## src/rtl/dm_arbiter.sv

```systemverilog
// dm_arbiter: round-robin arbiter sharing one single-port synchronous data
// memory among NUM_CORES requesters. Accesses take ACCESS (+ RDATA for reads);
// new arbitration overlaps the RDATA cycle so reads sustain one per 2 cycles.
// Optional feature macro: DM_ARB_STATS_EN adds saturating grant/stall counters.
module dm_arbiter #(
  parameter int NUM_CORES = 4,
  parameter int ADDR_W    = 8,
  parameter int DATA_W    = 16
) (
  input  logic                        clock,
  input  logic                        reset,
  input  logic [NUM_CORES-1:0]        req,
  input  logic [NUM_CORES-1:0]        we,
  input  logic [NUM_CORES*ADDR_W-1:0] addr,
  input  logic [NUM_CORES*DATA_W-1:0] wdata,
  output logic [NUM_CORES-1:0]        gnt,
  output logic [NUM_CORES-1:0]        rvalid,
  output logic [DATA_W-1:0]           rdata,
  output logic                        mem_we,
  output logic [ADDR_W-1:0]           mem_addr,
  output logic [DATA_W-1:0]           mem_din,
  input  logic [DATA_W-1:0]           mem_dout
`ifdef DM_ARB_STATS_EN
  ,
  output logic [NUM_CORES*16-1:0]     grant_cnt,
  output logic [15:0]                 stall_cnt
`endif
);

  localparam int IDX_W = (NUM_CORES > 1) ? $clog2(NUM_CORES) : 1;

  typedef enum logic [1:0] {IDLE = 2'd0, ACCESS = 2'd1, RDATA = 2'd2} state_e;

  state_e                 state_q, state_d;
  logic [IDX_W-1:0]       ptr_q, ptr_d;
  logic [IDX_W-1:0]       idx_q, idx_d;
  logic                   acc_we_q, acc_we_d;
  logic [NUM_CORES-1:0]   gnt_q, gnt_d;
  logic [NUM_CORES-1:0]   rvalid_q, rvalid_d;
  logic [DATA_W-1:0]      rdata_q, rdata_d;
  logic                   mem_we_q, mem_we_d;
  logic [ADDR_W-1:0]      mem_addr_q, mem_addr_d;
  logic [DATA_W-1:0]      mem_din_q, mem_din_d;

  logic                   found;
  logic [IDX_W-1:0]       win;

  function automatic logic [IDX_W-1:0] wrap_idx(input int v);
    return IDX_W'(v % NUM_CORES);
  endfunction

  // Round-robin search: first set req scanning from ptr, wrapping.
  always_comb begin
    found = 1'b0;
    win   = '0;
    for (int k = 0; k < NUM_CORES; k++) begin
      if (!found && req[wrap_idx(int'(ptr_q) + k)]) begin
        found = 1'b1;
        win   = wrap_idx(int'(ptr_q) + k);
      end
    end
  end

  // Next-state / output logic; arbitration is open in IDLE and RDATA only.
  always_comb begin
    state_d    = state_q;
    ptr_d      = ptr_q;
    idx_d      = idx_q;
    acc_we_d   = acc_we_q;
    gnt_d      = '0;
    rvalid_d   = '0;
    rdata_d    = rdata_q;
    mem_we_d   = 1'b0;
    mem_addr_d = mem_addr_q;
    mem_din_d  = mem_din_q;
    unique case (state_q)
      IDLE:    state_d = IDLE;
      ACCESS:  state_d = acc_we_q ? IDLE : RDATA;
      RDATA: begin
        // mem_dout is valid now; return it to the owner of the previous access.
        state_d  = IDLE;
        rvalid_d = NUM_CORES'(1) << idx_q;
        rdata_d  = mem_dout;
      end
      default: state_d = IDLE;
    endcase
    if ((state_q == IDLE || state_q == RDATA) && found) begin
      state_d    = ACCESS;
      ptr_d      = wrap_idx(int'(win) + 1);
      idx_d      = win;
      acc_we_d   = we[win];
      gnt_d      = NUM_CORES'(1) << win;
      mem_we_d   = we[win];
      mem_addr_d = addr[int'(win)*ADDR_W +: ADDR_W];
      mem_din_d  = wdata[int'(win)*DATA_W +: DATA_W];
    end
  end

  // State and output registers; reset discards any in-flight read.
  always_ff @(posedge clock) begin
    if (reset) begin
      state_q    <= IDLE;
      ptr_q      <= '0;
      idx_q      <= '0;
      acc_we_q   <= 1'b0;
      gnt_q      <= '0;
      rvalid_q   <= '0;
      rdata_q    <= '0;
      mem_we_q   <= 1'b0;
      mem_addr_q <= '0;
      mem_din_q  <= '0;
    end else begin
      state_q    <= state_d;
      ptr_q      <= ptr_d;
      idx_q      <= idx_d;
      acc_we_q   <= acc_we_d;
      gnt_q      <= gnt_d;
      rvalid_q   <= rvalid_d;
      rdata_q    <= rdata_d;
      mem_we_q   <= mem_we_d;
      mem_addr_q <= mem_addr_d;
      mem_din_q  <= mem_din_d;
    end
  end

  assign gnt      = gnt_q;
  assign rvalid   = rvalid_q;
  assign rdata    = rdata_q;
  assign mem_we   = mem_we_q;
  assign mem_addr = mem_addr_q;
  assign mem_din  = mem_din_q;

`ifdef DM_ARB_STATS_EN
  logic [NUM_CORES-1:0][15:0] grant_cnt_q, grant_cnt_d;
  logic [15:0]                stall_cnt_q, stall_cnt_d;

  // Saturating counters: grants per core, and cycles where requests see no grant.
  always_comb begin
    grant_cnt_d = grant_cnt_q;
    stall_cnt_d = stall_cnt_q;
    for (int i = 0; i < NUM_CORES; i++) begin
      if (gnt_q[i] && grant_cnt_q[i] != 16'hFFFF) grant_cnt_d[i] = grant_cnt_q[i] + 16'd1;
    end
    if (|req && !(|gnt_q) && stall_cnt_q != 16'hFFFF) stall_cnt_d = stall_cnt_q + 16'd1;
  end

  // Counter registers, cleared on reset.
  always_ff @(posedge clock) begin
    if (reset) begin
      grant_cnt_q <= '0;
      stall_cnt_q <= '0;
    end else begin
      grant_cnt_q <= grant_cnt_d;
      stall_cnt_q <= stall_cnt_d;
    end
  end

  assign grant_cnt = grant_cnt_q;
  assign stall_cnt = stall_cnt_q;
`endif

endmodule

```

## config.mk

```make
export PLATFORM = sky130hd
export DESIGN_NAME = dm_arbiter
export DESIGN_NICKNAME = d
export VERILOG_FILES = /design/src/rtl/dm_arbiter.sv
export SDC_FILE = /design/constraint.sdc
export NUM_CORES = 1
export LEC_CHECK = 0
export CORE_AREA = 2 2 121 64
export CTS_BUF_LIST = sky130_fd_sc_hd__clkbuf_16
export DETAILED_ROUTE_END_ITERATION = 12
export DIE_AREA = 0 0 123 66
export PLACE_DENSITY = 0.9
export RECOVER_POWER = 25
export SLEW_MARGIN = 20
export SYNTH_ARGS = -nofsm -noshare
export SYNTH_HDL_FRONTEND = slang
export SYNTH_SLANG_ARGS = --single-unit
```

## constraint.sdc

```tcl
create_clock -name clock -period 4.1 [get_ports clock]
set_input_delay 0.82 -clock clock [delete_from_list [all_inputs] [get_ports clock]]
set_output_delay 0.82 -clock clock [all_outputs]
set_load 0.03 [all_outputs]
```

# After elaboration in Yosys (flattened, before gate mapping)
# Index checks and enable logic that the tools add are counted.
[word_totals] ff_bits=56 input_bits=122 output_inout_bits=49 word_cells=62
[classes] addsub=4 order_cmp=5 eq_ne=2 n_shift=4 muxes=21 n_bitwise=3 n_reduce_logical=12
[ops] operator="indexed part select 64 x 7 -> 16 bit" count=1
[ops] operator="indexed part select 32 x 6 -> 8 bit" count=1
[ops] operator="less-than comparator 2 x 3 -> 1 bit (second input constant)" count=5
[ops] operator="2-to-1 mux 1 bit" count=11
[ops] operator="binary-select mux 1 bit (select 2 bit)" count=5
[ops] operator="2-to-1 mux 2 bit" count=5
[ops] operator="<< shifter 1 x 2 -> 4 bit (first input constant)" count=2
[ops] operator="adder 2 x 1 -> 2 bit (second input constant)" count=2
[ops] operator="adder 2 bit (second input constant)" count=2
[ops] operator="logical AND 1 bit" count=4
[ops] operator="OR reduction 2 bit" count=2
[ops] operator="logical NOT 1 bit" count=3
[ops] operator="NOT 1 bit" count=3
[ops] operator="OR reduction 3 bit" count=1
[ops] operator="equality test 2 x 1 -> 1 bit (second input constant)" count=1
[ops] operator="equality test 2 bit (second input constant)" count=1
[ops] operator="logical NOT 2 bit" count=1
[ops] operator="logical OR 1 bit" count=1

# Logic depth before layout (Yosys ltp)
[depth] ltp_word=15 depth_mapped=6 depth_no_buf=4

# Least setup slack after synthesis
# Ideal clock, no wire load.
[synth_path] path_kind="input port to flip-flop" start="input port req[1]" end="register mem_addr_q[0] (netlist: mem_addr[0])" setup_time_ps=128 arrival_ps=1915 required_time_ps=3972 slack_ps=2057 cell_stages=6 path_buffers=2 path_cell_list="or3b_1 -> o221ai_2 -> buf_12 -> buf_12 -> mux2i_1 -> o221ai_2"
[synth_between] elab_chain_len=13 word_cells_on_any_way=24 classes_between="shift (1); mux (16); reduce/logical (7)"
[synth_rtl] element="start, declared" line="12" source="input logic [NUM_CORES-1:0] req,"
[synth_rtl] element="binary-select mux 1 bit (select 2 bit)" line="57" source="if (!found && req[wrap_idx(int'(ptr_q) + k)]) begin"
[synth_rtl] element="2-to-1 mux 1 bit (not written as such)" line="57"
[synth_rtl] element="2-to-1 mux 1 bit" line="57"
[synth_rtl] element="logical NOT 1 bit" line="57"
[synth_rtl] element="logical AND 1 bit" line="57"
[synth_rtl] element="2-to-1 mux 1 bit" line="57"
[synth_rtl] element="logical NOT 1 bit" line="57"
[synth_rtl] element="logical AND 1 bit" line="57"
[synth_rtl] element="2-to-1 mux 1 bit" line="57"
[synth_rtl] element="logical NOT 1 bit" line="57"
[synth_rtl] element="logical AND 1 bit" line="57"
[synth_rtl] element="2-to-1 mux 2 bit / 2-to-1 mux 1 bit (equally long branches)" line="57"
[synth_rtl] element="indexed part select 32 x 6 -> 8 bit / logical AND 1 bit (equally long branches)" line="94, 87"
[synth_rtl] element="end signal, assigned" line="121" source="mem_addr_q <= mem_addr_d;"
[synth_rtl] element="end, declared" line="42" source="logic [ADDR_W-1:0] mem_addr_q, mem_addr_d;"
# Several ways; a longest one is shown, not always the timed one. The select of a mux whose other input is x is not followed.
# A chain may end at the register's enable or synchronous reset.

# Worst setup path after layout
[layout_path] start="input port req[3]" end="register mem_din_q[1] (netlist: mem_din[1])"
[layout_between] elab_chain_len=13 word_cells_on_any_way=24 classes_between="shift (1); mux (16); reduce/logical (7)"
[layout_rtl] element="binary-select mux 1 bit (select 2 bit)" line="57"
[layout_rtl] element="2-to-1 mux 1 bit (not written as such)" line="57"
[layout_rtl] element="2-to-1 mux 1 bit" line="57"
[layout_rtl] element="logical NOT 1 bit" line="57"
[layout_rtl] element="logical AND 1 bit" line="57"
[layout_rtl] element="2-to-1 mux 1 bit" line="57"
[layout_rtl] element="logical NOT 1 bit" line="57"
[layout_rtl] element="logical AND 1 bit" line="57"
[layout_rtl] element="2-to-1 mux 1 bit" line="57"
[layout_rtl] element="logical NOT 1 bit" line="57"
[layout_rtl] element="logical AND 1 bit" line="57"
[layout_rtl] element="2-to-1 mux 2 bit / 2-to-1 mux 1 bit (equally long branches)" line="57"
[layout_rtl] element="indexed part select 64 x 7 -> 16 bit / logical AND 1 bit (equally long branches)" line="95, 87"
[layout_rtl] element="end signal, assigned" line="122" source="mem_din_q <= mem_din_d;"
[layout_rtl] element="end, declared" line="43" source="logic [DATA_W-1:0] mem_din_q, mem_din_d;"
# Several ways; a longest one is shown, not always the timed one. The select of a mux whose other input is x is not followed.

==> flow_metrics.py <==
metrics = {
    "die": {
        "fp.coreArea_um2": 7100,
        "die_area_um2": 8120,
        "die_w_um": 123,
        "ios": 171,
        "start_util": 0.391,
        "num_rows": 22,
        "dieHeight_um": 66,
    },
    "route": {
        "drc": 0,
        "drt_iter0_drc": 85,
        "via_count": 2640,
        "vias_per_cell": 5.00,
        "drt-pass1-iter-count": 4,
        "routed_wl_mm": 8.14,
        "drt.antenna.violating_nets": 0,
        "routedWlPerCell_um": 15.4,
    },
    "sta": {
        "finClkSkew_ns": 0.00443,
        "drv_slew": 0,
        "max_clock_freq_mhz": 345,
        "rsz0062_at_grt": "no",
        "slew_headroom": 0.193,
        "hold_viol": 0,
        "min_period_ns": 2.90,
        "tightestPinTransition_ns": 1.21,
        "period_share": 0.707,
        "timing.setup.tns_ns": 0,
        "final-setup-viol-count": 0,
    },
    "critical_path": {
        "r2r-start": "ptr_q[0]",
        "start_kind": "input port",
        "crit_arrival_ns": 3.03,
        "worstReg2RegEnd": "mem_din[1]",
        "crit_family": "simple AND/OR/NAND/NOR gates",
        "path_max_fanout": 28,
        "required_ns": 4.23,
        "cp_slowest_cell": "nor4_1",
        "path_class": "in -> reg",
        "max_stage_delay_ns": 0.64,
        "r2r_setup_slack_ns": 2.01,
        "worstRegToRegCells": 4,
        "crit_buf_inv": 1,
        "cp-end-kind": "register",
        "worstPathCellList": "clkdlybuf4s50_1, nor4_1, nor3_2, nand3_2, o221ai_1",
    },
    "yosys": {
        "synth_most_common_cell": "nand2_1",
        "synth_seq_area_share": 0.404,
        "async_flop_share": 0,
        "yosysUniqueCellTypes": 37,
        "synth_compound_area_frac": 0.203,
        "synth_edf_count": 0,
        "synthesis.area_um2": 2780,
        "avgSynthCellArea_um2": 10.3,
        "ys.flop_type": "dfxtp_1",
        "synth_area_leader_cell": "dfxtp_1",
        "synth_top_family_by_area": "compound AO/OA/AOI/OAI gates",
        "synth_warnings": 0,
        "synth_simple_gate_area_share": 0.143,
        "syn_inst": 270,
        "synth-seq-cells": 56,
        "synthAdderAreaFrac": 0,
        "syn-num-nets": 392,
        "synth.area.top_cells": "dfxtp_1 (40%), mux2i_1 (18%), o221ai_2 (11%)",
        "yosysTopAreaCellShare": 0.404,
        "synth_xor_area_frac": 0,
        "synthTopCellsByCount": "nand2_1 (58), dfxtp_1 (56), mux2i_1 (51)",
        "muxShareOfSynthArea": 0.184,
    },
    "cts": {
        "cts_root_buf": "clkbuf_16",
        "clk_latency_ns": 0.29,
        "holdBufCountCts": 0,
        "clk_pin_slew_worst_paths_ns": 0.07,
        "htreeDepth": 2,
        "clockBufferDepth": 2,
        "postCtsSetupBuffers": 0,
        "cts_tree": "yes",
        "numCtsBuffers": 5,
        "ctsResizeCount": 0,
        "clkSinkCount": 56,
    },
    "global_route": {
        "grt_overflow": 0,
        "grt_pass1_vias": 2564,
        "antenna_found_initial": 0,
        "grt_max_degree": 55,
        "grt_pass1_wl_mm": 12.6,
        "grt_util_all_layers": 0.201,
    },
    "placement": {
        "gp_congestion": 0.811,
        "port_buffers": 170,
        "placed_area_um2": 4480,
        "dp_hpwl_mm": 6.40,
    },
    "outcome": {
        "status": "finished, final reports clean",
    },
    "min_path": {
        "hold_depth": 1,
        "hold_path.startpoint": "acc_we_q",
        "hold_path_end": "state_q[1]",
        "hold_class": "reg -> reg",
    },
    "finish": {
        "num-fill-cells": 569,
        "syn_to_final_growth_pct": 66.0,
        "final_nets": 554,
        "final_layout_size_suffix_gt1_frac": 0.0880,
        "design_area_um2": 4610,
        "n_antenna_cell": 0,
    },
    "job": {
        "drv_cap": 0,
    },
    "power": {
        "powerDensity_nw_per_um2": 350,
        "total_power_mw": 1.62,
        "vdd_drop_max_mv": 0.228,
        "power.leakage_nw": 1.79,
    },
}
final cells by class:
type | count | area [µm²] | area share
timing repair buffer | 174 | 1740 | 0.377
multi-input combinational | 193 | 1490 | 0.322
sequential | 56 | 1120 | 0.243
clock buffer | 5 | 125 | 0.0271
tap | 96 | 120 | 0.0260
clock inverter | 2 | 12.5 | 0.00271
inverter | 2 | 7.51 | 0.00163
layout by cell type (no fill, tap or decap), types with 2 or more instances in the layout:
cell type / netlist / routed
inv_1: 2 / 2
nand3b_1: 3 / 3
nor4b_1: 2 / 2
clkbuf_16: 0 / 5
nor2b_1: 5 / 4
dfxtp_1: 56 / 56
nand2_1: 58 / 58
o221ai_2: 20 / 19
nor4_1: 2 / 3
nand3_1: 2 / 2
o221ai_1: 6 / 6
clkdlybuf4s50_1: 0 / 165
mux2i_1: 51 / 51
o21ba_2: 2 / 2
nor2_1: 4 / 4
buf_4: 4 / 2
dlygate4sd3_1: 0 / 5
a21oi_1: 19 / 19
routing by layer:
layer | vias up | wire (µm) | global-route usage | share of wire
li1 | 1319 | - | - | -
met1 | 1197 | 3650 | 0.250 | 0.45
met2 | 110 | 3580 | 0.332 | 0.44
met3 | 14 | 755 | 0.0586 | 0.093
met4 | 0 | 149 | 0.0710 | 0.018
met5 | - | 0 | 0 | 0
per-stage QoR:
step	hold slack (ns)	util	setup slack, ns	std cells
2_1_floorplan	0.400	-	2.06	270
3_3_place_gp	0.427	0.631	1.10	521
3_5_place_dp	0.426	0.631	0.921	521
4_1_cts	0.451	0.650	1.22	528
5_1_grt	0.475	0.649	0.987	528
6_report	0.444	0.649	1.20	528
worst register-to-register path, stage by stage, from the launching register on:
cell and delay, ns:
dfxtp_1 0.47, nor2b_1 0.12, o21bai_1 0.25, nand3_2 0.70, o221ai_1 0.46
logic make-up after synthesis:
group,after synthesis
buf+inv,21
flops,56
compound gates,58
simple gates,84
mux,51
power by group:
group,total (mW),switching (mW),internal [mW]
Combinational,0.573,0.279,0.294
Clock,0.407,0.185,0.222
Sequential,0.636,0.0359,0.600
sequential cells by signal (all words and copies together) (netlist names):
register,flops
ptr_q,2
rdata,16
acc_we_q,1
rvalid,4
mem_we,1
state_q,2
gnt,4
mem_addr,8
mem_din,16
idx_q,2
worst max-delay path by stage:
stage          depth (start not counted)   start          end
2_1_floorplan                          6  req[1]  mem_addr[0]
3_3_place_gp                           5  req[3]  mem_addr[7]
3_5_place_dp                           5  req[3]   mem_din[1]
4_1_cts                                5  req[3]   mem_din[1]
5_1_grt                                5  req[2]   mem_din[2]
6_report                               5  req[3]   mem_din[1]
No activity file was read; power rests on OpenSTA's default activity.
